--- src/rtl/uart_tx.sv ---
// uart_tx: serialises one byte per request into an asynchronous frame
// (start, 8 data bits LSB first, optional parity, 1 or 2 stop bits).
module uart_tx #(
  parameter int unsigned CLK_FREQ     = 125_000_000,
  parameter int unsigned BAUD_RATE    = 115_200,
  parameter int unsigned CLKS_PER_BIT = CLK_FREQ / BAUD_RATE,
  parameter int unsigned PARITY       = 0,
  parameter int unsigned STOP_BITS    = 1
) (
  input  logic       iClk,
  input  logic       iRstN,
  input  logic       iTxStart,
  input  logic [7:0] iTxByte,
  output logic       oTxSerial,
  output logic       oTxBusy,
  output logic       oTxDone
);

  localparam int unsigned CNT_W = $clog2(2 * CLKS_PER_BIT) + 1;
  localparam logic [CNT_W-1:0] BIT_LAST  = CNT_W'(CLKS_PER_BIT - 1);
  localparam logic [CNT_W-1:0] STOP_LAST = CNT_W'(STOP_BITS * CLKS_PER_BIT - 1);

  typedef enum logic [2:0] {
    sIdle   = 3'd0,
    sStart  = 3'd1,
    sData   = 3'd2,
    sParity = 3'd3,
    sStop   = 3'd4,
    sDone   = 3'd5
  } txState_t;

  txState_t         state;
  logic [CNT_W-1:0] cycCnt;
  logic [2:0]       bitCnt;
  logic [7:0]       shiftReg;
  logic             parityBit;
  logic             parityCalc;

  // Parity of the byte being accepted; odd parity is the inverse of the XOR.
  assign parityCalc = (PARITY == 2) ? ~(^iTxByte) : (^iTxByte);

  // Frame sequencer: every output is registered, so the line changes one
  // clock after the state decision that selects its next value.
  always_ff @(posedge iClk or negedge iRstN) begin
    if (!iRstN) begin
      state     <= sIdle;
      cycCnt    <= '0;
      bitCnt    <= '0;
      shiftReg  <= 8'h00;
      parityBit <= 1'b0;
      oTxSerial <= 1'b1;
      oTxBusy   <= 1'b0;
      oTxDone   <= 1'b0;
    end else begin
      case (state)
        sIdle: begin
          oTxSerial <= 1'b1;
          oTxBusy   <= 1'b0;
          oTxDone   <= 1'b0;
          cycCnt    <= '0;
          bitCnt    <= '0;
          if (iTxStart) begin
            shiftReg  <= iTxByte;
            parityBit <= parityCalc;
            state     <= sStart;
            oTxSerial <= 1'b0;
            oTxBusy   <= 1'b1;
          end
        end

        sStart: begin
          if (cycCnt == BIT_LAST) begin
            cycCnt    <= '0;
            bitCnt    <= '0;
            state     <= sData;
            oTxSerial <= shiftReg[0];
          end else begin
            cycCnt <= cycCnt + CNT_W'(1);
          end
        end

        sData: begin
          if (cycCnt == BIT_LAST) begin
            cycCnt <= '0;
            if (bitCnt == 3'd7) begin
              if (PARITY != 0) begin
                state     <= sParity;
                oTxSerial <= parityBit;
              end else begin
                state     <= sStop;
                oTxSerial <= 1'b1;
              end
            end else begin
              bitCnt    <= bitCnt + 3'd1;
              shiftReg  <= {1'b0, shiftReg[7:1]};
              oTxSerial <= shiftReg[1];
            end
          end else begin
            cycCnt <= cycCnt + CNT_W'(1);
          end
        end

        sParity: begin
          if (cycCnt == BIT_LAST) begin
            cycCnt    <= '0;
            state     <= sStop;
            oTxSerial <= 1'b1;
          end else begin
            cycCnt <= cycCnt + CNT_W'(1);
          end
        end

        sStop: begin
          if (cycCnt == STOP_LAST) begin
            cycCnt    <= '0;
            state     <= sDone;
            oTxDone   <= 1'b1;
            oTxSerial <= 1'b1;
          end else begin
            cycCnt <= cycCnt + CNT_W'(1);
          end
        end

        sDone: begin
          state     <= sIdle;
          oTxDone   <= 1'b0;
          oTxBusy   <= 1'b0;
          oTxSerial <= 1'b1;
        end

        default: begin
          state     <= sIdle;
          cycCnt    <= '0;
          bitCnt    <= '0;
          oTxSerial <= 1'b1;
          oTxBusy   <= 1'b0;
          oTxDone   <= 1'b0;
        end
      endcase
    end
  end

endmodule

--- config.mk ---
export PLATFORM = sky130hd
export DESIGN_NAME = uart_tx
export DESIGN_NICKNAME = d
export VERILOG_FILES = /design/src/rtl/uart_tx.sv
export SDC_FILE = /design/constraint.sdc
export NUM_CORES = 1
export LEC_CHECK = 0
export ABC_AREA = 1
export CORE_MARGIN = 1
export CORE_UTILIZATION = 43
export DETAILED_ROUTE_END_ITERATION = 8
export GPL_ROUTABILITY_DRIVEN = 1
export GPL_TIMING_DRIVEN = 0
export SLEW_MARGIN = 20
export SYNTH_ARGS = -nofsm -noshare
export SYNTH_HDL_FRONTEND = slang
export SYNTH_SLANG_ARGS = --single-unit
--- constraint.sdc ---
create_clock -name iClk -period 1.53 [get_ports iClk]
set_input_delay 0.306 -clock iClk [delete_from_list [all_inputs] [get_ports iClk]]
set_output_delay 0.306 -clock iClk [all_outputs]
set_load 0.02 [all_outputs]
==> impl_metrics.json <==
{
  "worst_pin_slew_ns": 0.666,
  "gp_congestion": 0.841,
  "worst_slack_ns": 0.00237,
  "htreeDepth": 2,
  "final-max-slew-violation-count": 0,
  "ys_ff_latch": 30,
  "hold_ws_ns": 0.0504,
  "first_pass_iters": 4,
  "cts-hold-fix-buffers": 0,
  "synth_area_sq_um": 1730,
  "avgSynthCellArea_sq_um": 7.63,
  "synth_nets": 242,
  "final_cell_mix": "62 x nand2_1, 29 x dfrtp_1, 16 x inv_1, 16 x nand3_1, 14 x nor2_1",
  "ant_nets": 0,
  "rsz0062_at_grt": "yes",
  "endpoint_kind": "flop",
  "port_buffers": 13,
  "finalSetupViolations": 0,
  "clk_latency_ns": 0.28,
  "antenna_found_initial": 0,
  "die_area_sq_um": 4290,
  "start_kind": "flop",
  "leakage_nw": 1.05,
  "synth_cells": 227,
  "coreArea_sq_um": 3770,
  "grt_overflow": 0,
  "status": "finished, final reports clean",
  "final_common_cell": "nand2_1",
  "cp.required_ns": 1.70,
  "cts_buffers": 5,
  "clock_sinks": 30,
  "grt_pass1_vias": 1384,
  "hold_path.class": "in -> async",
  "worstSetupPathType": "reg -> reg",
  "area_growth_pct": 26.0,
  "dieHeight_microns": 65.5,
  "dieWidth_microns": 65.5,
  "ys_types": 26,
  "first_iter_violations": 62,
  "layout-drive-gt1-share": 0.257,
  "rows": 22,
  "hold_violations": 0,
  "drc": 0,
  "vias": 1501,
  "finalClockSkew_ns": 0.00512,
  "max_slew_margin": 0.556,
  "wl_per_cell_microns": 12.0,
  "grt_usage": 0.191,
  "max-vdd-ir-drop_v": 0.000485,
  "path_clk_slew_ns": 0.07,
  "drv_cap": 0,
  "synth_seq_area_share": 0.434,
  "start_util": 0.459,
  "grt_max_degree": 31,
  "dp_hpwl_microns": 2540,
  "diodes": 0,
  "via_per_inst": 4.92,
  "place_ws_ns": -0.113,
  "synth-warning-count": 0,
  "clockBufferDepth": 2,
  "cts_tree": "done",
  "root_buffer": "clkbuf_8",
  "yosysTopAreaCell": "dfrtp_1",
  "finalPower_w": 0.00150,
  "powerDensity_nw_per_um2": 689,
  "grt_pass1_wl_microns": 6100,
  "cp_max_fo": 6,
  "post-route-period-util": 0.998,
  "drt-total-wl_microns": 3650,
  "fmax_mhz": 655,
  "nets": 271,
  "ios": 14,
  "synth_top_area_frac": 0.419,
  "synthTopCellsByArea": "dfrtp_1 42%, nand2_1 16%, nand3_1 4.6%",
  "min_period_ns": 1.53,
  "worstPathArrival_ns": 1.70
}
==> worst max-delay path: stages (launching register included) <==
cell     delay [ns]
dfrtp_1        0.40
inv_1          0.10
ha_2           0.20
nand2_1        0.05
nor2_1         0.10
nand3_2        0.12
nand2_2        0.13
nand2_4        0.08
buf_6          0.14
nand2_2        0.05
o21ai_2        0.04
==> flip-flops by register name, indices dropped and copies added (netlist names) <==
| signal | flops |
|---|---|
| oTxBusy | 1 |
| state | 3 |
| shiftReg | 8 |
| cycCnt | 13 |
| bitCnt | 3 |
| oTxDone | 1 |
| oTxSerial | 1 |
==> synthesized netlist by cell type, drive strengths merged <==
library cell  number
nand2             78
dfrtp             29
inv               24
nor2              21
o21ai             21
nand3             19
nand4              7
or2                7
a21oi              5
ha                 4
buf                3
nor3               3
xor2               3
dfstp              1
o21a               1
o21bai             1
==> report_power, final <==
part / switching [W] / internal [W]
clock: 0.000300 / 0.000362
sequential: 0 / 0.000793
combinational: 0.0000226 / 0.0000236
==> layout make-up <==
cell class,instances,area [sq um]
Fill cell,349,1590
Multi-Input combinational cell,171,963
Sequential cell,30,752
Timing Repair Buffer,21,201
Inverter,24,92.6
Clock buffer,7,86.3
Tap cell,48,60.1
Buffer,3,21.3
Clock inverter,1,5.00
==> metrics by stage <==
stage	std cells	util	TNS [ns]	cell area [sq um]
after CTS	299	0.543	-0.0298	2050
final	305	0.579	0	2180
after floorplan	227	-	0	1730
after global routing	305	0.579	-1.55	2180
after global placement	288	0.510	-13.90	1920
after detailed placement	288	0.508	-0.626	1920
==> final timing paths <==
path / cells after the start / slack, ns / start / endpoint
max: 10 / 0.002 / cycCnt[1] / shiftReg[5]
min: 1 / 0.05 / iRstN / cycCnt[11]
max reg2reg: 10 / 0.002 / cycCnt[1] / shiftReg[5]
min reg2reg: 2 / 0.46 / oTxSerial / oTxSerial
max in group asynchronous: 1 / 1.05 / iRstN / bitCnt[2]
min in group iClk: 2 / 0.46 / oTxSerial / oTxSerial
==> what timing repair did <==
item | in CTS | in global routing
setup endpoints to repair | 14 | 24
buffers inserted | 2 | 6
resized for setup | 9 | 25
endpoints found under the hold margin | 0 | 0
cloned | 1 | 1
pin swaps | 1 | 11
==> cell families after synthesis <==
| kind of cell | share of synthesized area |
|---|---|
| compound gates | 0.0968 |
| xor+xnor | 0.0152 |
| fa+ha+maj | 0.0289 |
| buf+inv | 0.0643 |
| flops | 0.434 |
| simple gates | 0.361 |
==> per-layer routing <==
metal  global-route usage  wire length (microns)  part of all wire  vias to the layer above
met4               0.0815                     59             0.016                        0
met5                    0                      0                 0                        -
met2                0.287                   1680              0.46                       26
met1                0.256                   1790              0.49                      678
met3               0.0521                    115             0.032                        6
li1                     -                      -                 -                      791
No activity file was read; power rests on OpenSTA's default activity.
